--- src/rtl/dom_slot_buffer_pkg.sv ---
// dom_pkg: shared types for the two-domain slot buffer.
//   dom_t    - 1-bit domain selector, DOM_D1 = 0, DOM_D2 = 1.
//   state_t  - slot schedule states.
//   state_dom() - domain presented on out_dom for a given schedule state.
package dom_pkg;

    typedef enum logic {
        DOM_D1 = 1'b0,
        DOM_D2 = 1'b1
    } dom_t;

    typedef enum logic [1:0] {
        ST_SLOT_D1  = 2'd0,
        ST_FLUSH_12 = 2'd1,
        ST_SLOT_D2  = 2'd2,
        ST_FLUSH_21 = 2'd3
    } state_t;

    // The flush cycle already belongs to the domain whose slot follows it.
    function automatic dom_t state_dom(input state_t s);
        if (s == ST_SLOT_D2 || s == ST_FLUSH_12) begin
            return DOM_D2;
        end
        return DOM_D1;
    endfunction

endpackage

--- src/rtl/dom_slot_buffer_fifo.sv ---
// dom_fifo: single-domain circular FIFO used once per domain.
// Ports:
//   clk, reset  - clock, asynchronous active-high reset (empties the FIFO)
//   push, din   - write request and data; ignored while full
//   pop, dout   - read request and head data; pop ignored while empty
//   full, empty - status derived from the registered occupancy
//   count       - registered occupancy, 0..DEPTH
module dom_fifo #(
    parameter int WIDTH = 2,
    parameter int DEPTH = 4
) (
    input  logic                     clk,
    input  logic                     reset,
    input  logic                     push,
    input  logic [WIDTH-1:0]         din,
    input  logic                     pop,
    output logic [WIDTH-1:0]         dout,
    output logic                     full,
    output logic                     empty,
    output logic [$clog2(DEPTH):0]   count
);

    localparam int AW = $clog2(DEPTH);
    localparam logic [AW:0] LP_FULL = DEPTH[AW:0];

    logic [WIDTH-1:0] r_mem [DEPTH];
    logic [AW-1:0]    r_wr_ptr;
    logic [AW-1:0]    r_rd_ptr;
    logic [AW:0]      r_count;
    logic             w_push;
    logic             w_pop;

    assign full  = (r_count == LP_FULL);
    assign empty = (r_count == '0);
    assign count = r_count;
    assign dout  = r_mem[r_rd_ptr];

    // Full is taken from the registered count, so a same-cycle pop never
    // opens room for a push.
    assign w_push = push && !full;
    assign w_pop  = pop && !empty;

    always_ff @(posedge clk or posedge reset) begin
        if (reset) begin
            r_wr_ptr <= '0;
            r_rd_ptr <= '0;
            r_count  <= '0;
        end else begin
            if (w_push) begin
                r_wr_ptr <= r_wr_ptr + 1'b1;
            end
            if (w_pop) begin
                r_rd_ptr <= r_rd_ptr + 1'b1;
            end
            case ({w_push, w_pop})
                2'b10:   r_count <= r_count + 1'b1;
                2'b01:   r_count <= r_count - 1'b1;
                default: r_count <= r_count;
            endcase
        end
    end

    always_ff @(posedge clk) begin
        if (w_push) begin
            r_mem[r_wr_ptr] <= din;
        end
    end

endmodule

--- src/rtl/dom_slot_buffer.sv ---
// dom_slot_buffer: two-domain (D1/D2) input buffering with a fixed,
// data-independent time-slot schedule on a single tagged output channel.
// Schedule: SLOT_D1 (SLOT_CYCLES) -> FLUSH_12 (1) -> SLOT_D2 (SLOT_CYCLES)
//           -> FLUSH_21 (1) -> ...; output is idle during flush cycles.
// Ports:
//   clk, reset          - clock, asynchronous active-high reset
//   d1_valid/data/ready - D1 write channel (ready = D1 FIFO not full)
//   d2_valid/data/ready - D2 write channel (ready = D2 FIFO not full)
//   out_dom             - registered active domain, 0 = D1, 1 = D2
//   out_valid/data      - head of the active domain's FIFO, zero when idle
//   out_ready           - consumer accept, honoured only in the matching slot
//   d1_count, d2_count  - registered occupancy, present only with DOM_OCC_EN
// Build option: define DOM_OCC_EN to expose the occupancy outputs.
module dom_slot_buffer
    import dom_pkg::*;
#(
    parameter int WIDTH       = 2,
    parameter int DEPTH       = 4,
    parameter int SLOT_CYCLES = 8
) (
    input  logic                   clk,
    input  logic                   reset,
    input  logic                   d1_valid,
    input  logic [WIDTH-1:0]       d1_data,
    output logic                   d1_ready,
    input  logic                   d2_valid,
    input  logic [WIDTH-1:0]       d2_data,
    output logic                   d2_ready,
    output logic                   out_dom,
    output logic                   out_valid,
    output logic [WIDTH-1:0]       out_data,
    input  logic                   out_ready
`ifdef DOM_OCC_EN
    ,
    output logic [$clog2(DEPTH):0] d1_count,
    output logic [$clog2(DEPTH):0] d2_count
`endif
);

    localparam int AW = $clog2(DEPTH);
    localparam int CW = (SLOT_CYCLES > 1) ? $clog2(SLOT_CYCLES) : 1;
    localparam int unsigned LAST_I = SLOT_CYCLES - 1;
    localparam logic [CW-1:0] LP_LAST = LAST_I[CW-1:0];

    state_t         r_state;
    state_t         w_state_nxt;
    logic [CW-1:0]  r_slot_cnt;
    logic [CW-1:0]  w_slot_cnt_nxt;
    dom_t           r_dom;
    logic           w_slot_active;

    logic             w_d1_full;
    logic             w_d1_empty;
    logic [WIDTH-1:0] w_d1_head;
    logic [AW:0]      w_d1_count;
    logic             w_d1_pop;

    logic             w_d2_full;
    logic             w_d2_empty;
    logic [WIDTH-1:0] w_d2_head;
    logic [AW:0]      w_d2_count;
    logic             w_d2_pop;

    // ---------------- schedule (label L: reset and cycle count only) ----
    always_ff @(posedge clk or posedge reset) begin
        if (reset) begin
            r_state    <= ST_SLOT_D1;
            r_slot_cnt <= '0;
            r_dom      <= DOM_D1;
        end else begin
            r_state    <= w_state_nxt;
            r_slot_cnt <= w_slot_cnt_nxt;
            r_dom      <= state_dom(w_state_nxt);
        end
    end

    always_comb begin
        w_state_nxt    = r_state;
        w_slot_cnt_nxt = r_slot_cnt + 1'b1;
        case (r_state)
            ST_SLOT_D1: begin
                if (r_slot_cnt == LP_LAST) begin
                    w_state_nxt    = ST_FLUSH_12;
                    w_slot_cnt_nxt = '0;
                end
            end
            ST_FLUSH_12: begin
                w_state_nxt    = ST_SLOT_D2;
                w_slot_cnt_nxt = '0;
            end
            ST_SLOT_D2: begin
                if (r_slot_cnt == LP_LAST) begin
                    w_state_nxt    = ST_FLUSH_21;
                    w_slot_cnt_nxt = '0;
                end
            end
            ST_FLUSH_21: begin
                w_state_nxt    = ST_SLOT_D1;
                w_slot_cnt_nxt = '0;
            end
            default: begin
                w_state_nxt    = ST_SLOT_D1;
                w_slot_cnt_nxt = '0;
            end
        endcase
    end

    assign w_slot_active = (r_state == ST_SLOT_D1) || (r_state == ST_SLOT_D2);
    assign out_dom       = r_dom;

    // ---------------- per-domain FIFOs ----------------------------------
    // Each pop uses only its own FIFO status plus the schedule state.
    assign w_d1_pop = (r_state == ST_SLOT_D1) && !w_d1_empty && out_ready;
    assign w_d2_pop = (r_state == ST_SLOT_D2) && !w_d2_empty && out_ready;

    dom_fifo #(
        .WIDTH (WIDTH),
        .DEPTH (DEPTH)
    ) u_fifo_d1 (
        .clk   (clk),
        .reset (reset),
        .push  (d1_valid),
        .din   (d1_data),
        .pop   (w_d1_pop),
        .dout  (w_d1_head),
        .full  (w_d1_full),
        .empty (w_d1_empty),
        .count (w_d1_count)
    );

    dom_fifo #(
        .WIDTH (WIDTH),
        .DEPTH (DEPTH)
    ) u_fifo_d2 (
        .clk   (clk),
        .reset (reset),
        .push  (d2_valid),
        .din   (d2_data),
        .pop   (w_d2_pop),
        .dout  (w_d2_head),
        .full  (w_d2_full),
        .empty (w_d2_empty),
        .count (w_d2_count)
    );

    assign d1_ready = !w_d1_full;
    assign d2_ready = !w_d2_full;

    // ---------------- output mux (selected by out_dom only) ------------
    always_comb begin
        out_valid = 1'b0;
        out_data  = '0;
        if (w_slot_active) begin
            if (r_dom == DOM_D1) begin
                out_valid = !w_d1_empty;
                out_data  = w_d1_empty ? '0 : w_d1_head;
            end else begin
                out_valid = !w_d2_empty;
                out_data  = w_d2_empty ? '0 : w_d2_head;
            end
        end
    end

`ifdef DOM_OCC_EN
    assign d1_count = w_d1_count;
    assign d2_count = w_d2_count;
`else
    logic w_unused_count;
    assign w_unused_count = ^{w_d1_count, w_d2_count};
`endif

endmodule

--- config.mk ---
export PLATFORM = sky130hd
export DESIGN_NAME = dom_slot_buffer
export DESIGN_NICKNAME = d
export VERILOG_FILES = /design/src/rtl/dom_slot_buffer_pkg.sv /design/src/rtl/dom_slot_buffer_fifo.sv /design/src/rtl/dom_slot_buffer.sv
export SDC_FILE = /design/constraint.sdc
export NUM_CORES = 1
export LEC_CHECK = 0
export CORE_MARGIN = 2
export CORE_UTILIZATION = 60
export DETAILED_ROUTE_END_ITERATION = 12
export PLACE_DENSITY_LB_ADDON = 0.25
export SLEW_MARGIN = 20
export SYNTH_ARGS = -nofsm -noshare
export SYNTH_HDL_FRONTEND = slang
export SYNTH_HIERARCHICAL = 1
export SYNTH_SLANG_ARGS = --single-unit
--- constraint.sdc ---
create_clock -name clk -period 6.65 [get_ports clk]
set_clock_uncertainty 0.15 [all_clocks]
set_input_delay 1.33 -clock clk [delete_from_list [all_inputs] [get_ports clk]]
set_output_delay 1.33 -clock clk [all_outputs]
set_load 0.01 [all_outputs]
Word level (Yosys, flattened, before mapping)
Memory sizes are Yosys's and may differ from the RTL's.
Cells that the tools add are included.
{ "word_totals": {"ff_bits": 20, "ram_bits": 16, "inputBits": 9, "out_inout_bits": 6, "memories": 2, "word_cells": 73} }
{ "memory_table": {"columns": ["memory", "depth", "width", "rd", "rd_ports_with_merged_regs", "wr", "line_no", "source"], "rows": [
  ["u_fifo_d1.r_mem", 4, 2, 1, 0, 1, "dom_slot_buffer_fifo.sv:26", "logic [WIDTH-1:0] r_mem [DEPTH];"],
  ["u_fifo_d2.r_mem", 4, 2, 1, 0, 1, "dom_slot_buffer_fifo.sv:26", null]
]} }
{ "classes": {"n_eq_ne": 12, "reduce_logical": 21, "add_sub_neg": 9, "n_mux": 20} }
{ "ops": {"columns": ["cell", "count"], "rows": [
  ["$pmux 3 s2", 3],
  ["$mux 2", 6],
  ["$eq 2x2->1 const B", 5],
  ["$add 3x1->3 const B", 3],
  ["$eq 3x3->1 const B", 3],
  ["$mux 1", 9],
  ["$add 2x1->2 const B", 4],
  ["$eq 2x1->1 const B", 4],
  ["$logic_and 1x1->1", 8],
  ["$pmux 2 s4", 1],
  ["$logic_not 3->1", 2],
  ["$sub 3x1->3 const B", 2],
  ["$logic_not 1->1", 4],
  ["$reduce_bool 2->1", 2],
  ["$reduce_or 2->1", 2],
  ["$mux 3", 1],
  ["$logic_not 2->1", 1],
  ["$logic_or 1x1->1", 2]
]} }

Logic depth before layout (Yosys ltp)
{ "logic_depth": {"word_depth": 7, "ltp_mapped": 11, "ltp_nobuf": 11} }

By module
Netlist, hierarchy kept.
{ "modules_own_cells": {"columns": ["mod", "cells_each", "seq_area_each_um2", "n_inst", "area_per_inst_um2"], "rows": [
  ["dom_fifo", 48, 415.4, 2, 729.4],
  ["dom_slot_buffer", 34, 150.1, 1, 364.1]
]} }

Worst setup path after synthesis
No wires, ideal clock.
{ "synth_timing": {"kind": "input port to flip-flop", "start": "in out_ready", "end": "reg u_fifo_d2.r_count[2], in the netlist u_fifo_d2/count[2]", "setup_ns": 0.079, "path_stages": 9, "path_buffers": 0, "arrival_time_ns": 2.566, "slack_ns": 3.854, "path_cell_list": "nand2_1 nor2_1 o31a_2 ha_1 inv_1 fa_1 xor2_1 nor2_1 xor2_1"} }
{ "synth_via": {"elab_chain_len": 4} }
{ "synth_rtl": {"columns": ["element", "line_no", "source"], "rows": [
  ["start: declaration", "dom_slot_buffer.sv:32", "input logic out_ready"],
  ["$logic_and 1x1->1 (*)", "dom_slot_buffer.sv:114", "assign w_d2_pop = (r_state == ST_SLOT_D2) && !w_d2_empty && out_ready;"],
  ["via w_d2_pop", "dom_slot_buffer.sv:62", "logic w_d2_pop;"],
  ["$logic_and 1x1->1 (*)", "dom_slot_buffer_fifo.sv:41", "assign w_pop = pop && !empty;"],
  ["via u_fifo_d2.w_pop", "dom_slot_buffer_fifo.sv:31", "logic w_pop;"],
  ["$eq 2x1->1 / $eq 2x2->1 (equally long branches)", "dom_slot_buffer_fifo.sv:55", "case ({w_push, w_pop})"],
  ["$pmux 3 s2 / $reduce_bool 2->1 (equally long branches)", null, null],
  ["end signal: assignment", "dom_slot_buffer_fifo.sv:56", "2'b10: r_count <= r_count + 1'b1;"],
  ["end signal: assignment", "dom_slot_buffer_fifo.sv:57", "2'b01: r_count <= r_count - 1'b1;"],
  ["end signal: assignment", "dom_slot_buffer_fifo.sv:58", "default: r_count <= r_count;"],
  ["end: declaration", "dom_slot_buffer_fifo.sv:29", "logic [AW:0] r_count;"]
]} }
Mark *: on every way through the listed nets, which the timed path passes. The rest lies on a longest branch.
A chain may end at the register's enable or synchronous reset.

Final worst setup path
{ "layout_timing": {"start": "reg u_fifo_d2.r_rd_ptr[0]", "end": "out out_data[0]"} }
{ "layout_via": {"elab_chain_len": 4} }
{ "layout_rtl": {"columns": ["element", "line_no", "source"], "rows": [
  ["start: declaration", "dom_slot_buffer_fifo.sv:28", "logic [AW-1:0] r_rd_ptr;"],
  ["start signal: assignment", "dom_slot_buffer_fifo.sv:53", "r_rd_ptr <= r_rd_ptr + 1'b1;"],
  ["$mem_v2 4x2", null, null],
  ["via w_d2_head[0]", "dom_slot_buffer.sv:60", "logic [WIDTH-1:0] w_d2_head;"],
  ["$mux 2", "dom_slot_buffer.sv:159", "out_data = w_d2_empty ? '0 : w_d2_head;"],
  ["$mux 2", "dom_slot_buffer.sv:154", "if (r_dom == DOM_D1) begin"],
  ["$mux 2", "dom_slot_buffer.sv:153", "if (w_slot_active) begin"],
  ["end: declaration", "dom_slot_buffer.sv:31", "output logic [WIDTH-1:0] out_data,"]
]} }
The timed path passes the listed nets, and every way through them passes these cells.

==> impl_metrics.tcl <==
set metrics [dict create \
    p_leak_nw 0.918 \
    synth-xor-area-share_pct 6.25 \
    power_density_mw_per_mm2 376 \
    cts_tree "built" \
    ff2ff_path_depth 11 \
    timing.hold.ws_ns 0.317 \
    tightest_slew_ns 0.339 \
    cts.sinks 36 \
    syn_area_mm2 0.00182 \
    grt_pass1_vias 1038 \
    synth_most_common_cell "dfrtp_1" \
    vias 976 \
    maxCapViolations 0 \
    diodes 0 \
    synth_area_per_cell_um2 14.0 \
    hpwl_mm 2.12 \
    ir_drop_mv 0.207 \
    dieArea_mm2 0.00350 \
    period_share_pct 53.5 \
    path_clk_slew_ns 0.10 \
    yosysTopAreaCell "dfrtp_1" \
    route.detailed.drc 0 \
    synthTopCellsByCount "20 x dfrtp_1, 19 x inv_1, 17 x ha_1" \
    synthArstFlopShare_pct 55.6 \
    rsz0062_at_grt "false" \
    cts_buffers 5 \
    cp-end-kind "output pin" \
    hold_class "flop to flop" \
    drt-wirelength-per-cell_um 14.4 \
    overflow 0 \
    final_antenna_net_count 0 \
    finalHoldViolCount 0 \
    synth_cell_types 22 \
    ys_seq_elements 36 \
    ys_top_cells_by_area "dfrtp_1 27%, edfxtp_1 26%, ha_1 12%" \
    synth-seq-area-share_pct 53.8 \
    synthAdderAreaFrac_pct 13.9 \
    nets 179 \
    cts_buffer_depth 2 \
    antenna_found_initial 0 \
    final_cells 185 \
    r2r-start "r_state[0]" \
    die_h_um 59.1 \
    startpoint_type "flop" \
    tns_ns 0 \
    initial_core_util_pct 61.2 \
    vias_per_cell 5.28 \
    synth_flop_cell "dfrtp_1" \
    post_cts_resized 0 \
    muxShareOfSynthArea_pct 9.61 \
    synth_nets 158 \
    h-tree-depth 2 \
    drive_gt1_share_pct 15.1 \
    rr_endpoint "u_fifo_d2/count[2]" \
    synth_cells 130 \
    core-area_mm2 0.00298 \
    postCtsHoldBufs 0 \
    grt_max_degree 12 \
    wl_mm 2.67 \
    numPortBuffers 14 \
    synth_compound_area_share_pct 1.58 \
    cp_data_arrival_time_ns 2.08 \
    num-fill-cells 212 \
    synth_top_family_by_area "adder cells" \
    synth-edff-count 16 \
    track_usage_pct 18.9 \
    drv_slew 0 \
    row_count 20 \
    required_ns 5.17 \
    slew_headroom_pct 77.2 \
    final_cell_area_mm2 0.00205 \
    final.setup.worst_slack_ns 3.09 \
    gp_congestion 0.796 \
    area_growth_syn_to_layout_pct 12.7 \
    yosysWarnings 6 \
    cts_root_buffer "clkbuf_4" \
    finalCriticalPeriod_ns 3.56 \
    max_freq_mhz 281 \
    synthSimpleGateAreaFrac_pct 11.0 \
    reg2reg_slack_ns 4.30 \
    hp-start "r_slot_cnt[0]" \
    post_dp_cell_area_mm2 0.00200 \
    yosysTopAreaCellShare_pct 27.5 \
    cts_setup_buffers 0 \
    dpl.cell_count 177 \
    hold_depth 1 \
    die_x_um 59.1 \
    holdPathEnd "r_slot_cnt[0]" \
    cp_max_fo 4 \
    dr.pass1.iters 3 \
    io_pins 15 \
    setup_viol 0 \
    clkLatencyLatePin_ns 0.34 \
    grt_pass1_wl_mm 4.59 \
    dp_slack_ns 3.23 \
    worstSetupPathType "flop to output pin" \
    outcome "finished, final reports clean" \
    drt-initial-drc-count 38 \
]
sequential cells by signal, summed over array words and instances (netlist names), 3 cells and up:
register         count
r_slot_cnt           3
u_fifo_d1/count      3
u_fifo_d1/r_mem      8
u_fifo_d2/r_mem      8
u_fifo_d2/count      3
critical path, stage by stage (launching register included):
cell             delay (ns)
dfrtp_1                0.46
mux4_2                 0.53
mux2i_1                0.20
nor3_1                 0.08
clkdlybuf4s50_1        0.48
per-layer routing:
metal  GRT usage (%)  wire length [µm]  vias up
met5               0                 0        -
met4            10.4                67        0
met3            7.42               105        7
met2            29.7              1340       18
met1            22.3              1160      474
li1                -                 -      477
how the worst max path moves through the flow:
stage                                startpoint            endpoint  slack [ns]  cells past startpoint
after CTS                 u_fifo_d2/r_rd_ptr[0]         out_data[0]        3.03                      4
final                     u_fifo_d2/r_rd_ptr[0]         out_data[0]        3.09                      4
after detailed placement              out_ready  u_fifo_d1/count[2]        3.23                     10
after global placement                out_ready  u_fifo_d1/count[2]        3.24                     10
after floorplan                       out_ready  u_fifo_d2/count[2]        3.85                      9
after global routing      u_fifo_d2/r_rd_ptr[0]         out_data[0]        2.93                      4
through the flow:
step / utilization, % / power (mW)
after floorplan: - / 0.577
after global placement: 67.3 / 0.650
after detailed placement: 67.3 / 0.671
after CTS: 69.0 / 0.784
after global routing: 69.0 / 0.834
final: 69.0 / 0.772
layout make-up:
cell class / count / area (µm²) / share of cell area [%]
well taps: 33 / 41.3 / 2.01
multi-input cells: 75 / 771 / 37.5
flip-flops and latches: 36 / 981 / 47.7
clock inverters: 1 / 5.00 / 0.244
repair buffers: 14 / 140 / 6.82
inverters: 19 / 71.3 / 3.47
clock buffers: 7 / 45.0 / 2.19
logic make-up (layout without fill, tap and decap cells):
| kind of cell | count (synthesis) | in the layout |
|---|---|---|
| AND/OR/NAND/NOR | 29 | 29 |
| XOR/XNOR | 13 | 13 |
| adder cells (fa/ha/maj) | 19 | 19 |
| AO/OA/AOI/OAI | 3 | 3 |
| flip-flops | 36 | 36 |
| multiplexers | 11 | 11 |
| buffers and inverters | 19 | 41 |
where the power goes:
| group | switching, mW | total [mW] | internal (mW) |
|---|---|---|---|
| sequential | 0.0654 | 0.366 | 0.301 |
| clock | 0.0673 | 0.108 | 0.0412 |
| combinational | 0.130 | 0.298 | 0.168 |
cells in the final DEF (no fill, tap or decap):
cell type         n
and2_1            4
clkbuf_4          5
mux2i_1           4
xnor2_1           6
nor3b_1           1
nor3_1            4
edfxtp_1         16
nor4b_1           1
o22a_1            1
nor2_1            6
nor3b_4           2
o31a_2            2
mux2_4            3
nor4_1            1
ha_1             17
mux4_2            4
dfrtp_1          20
clkinv_2          1
xor2_1            7
nand2_1           4
nor2b_4           2
and2_2            4
inv_1            19
clkbuf_1          2
fa_1              2
clkdlybuf4s50_1  14
No activity file was read; power rests on OpenSTA's default activity.
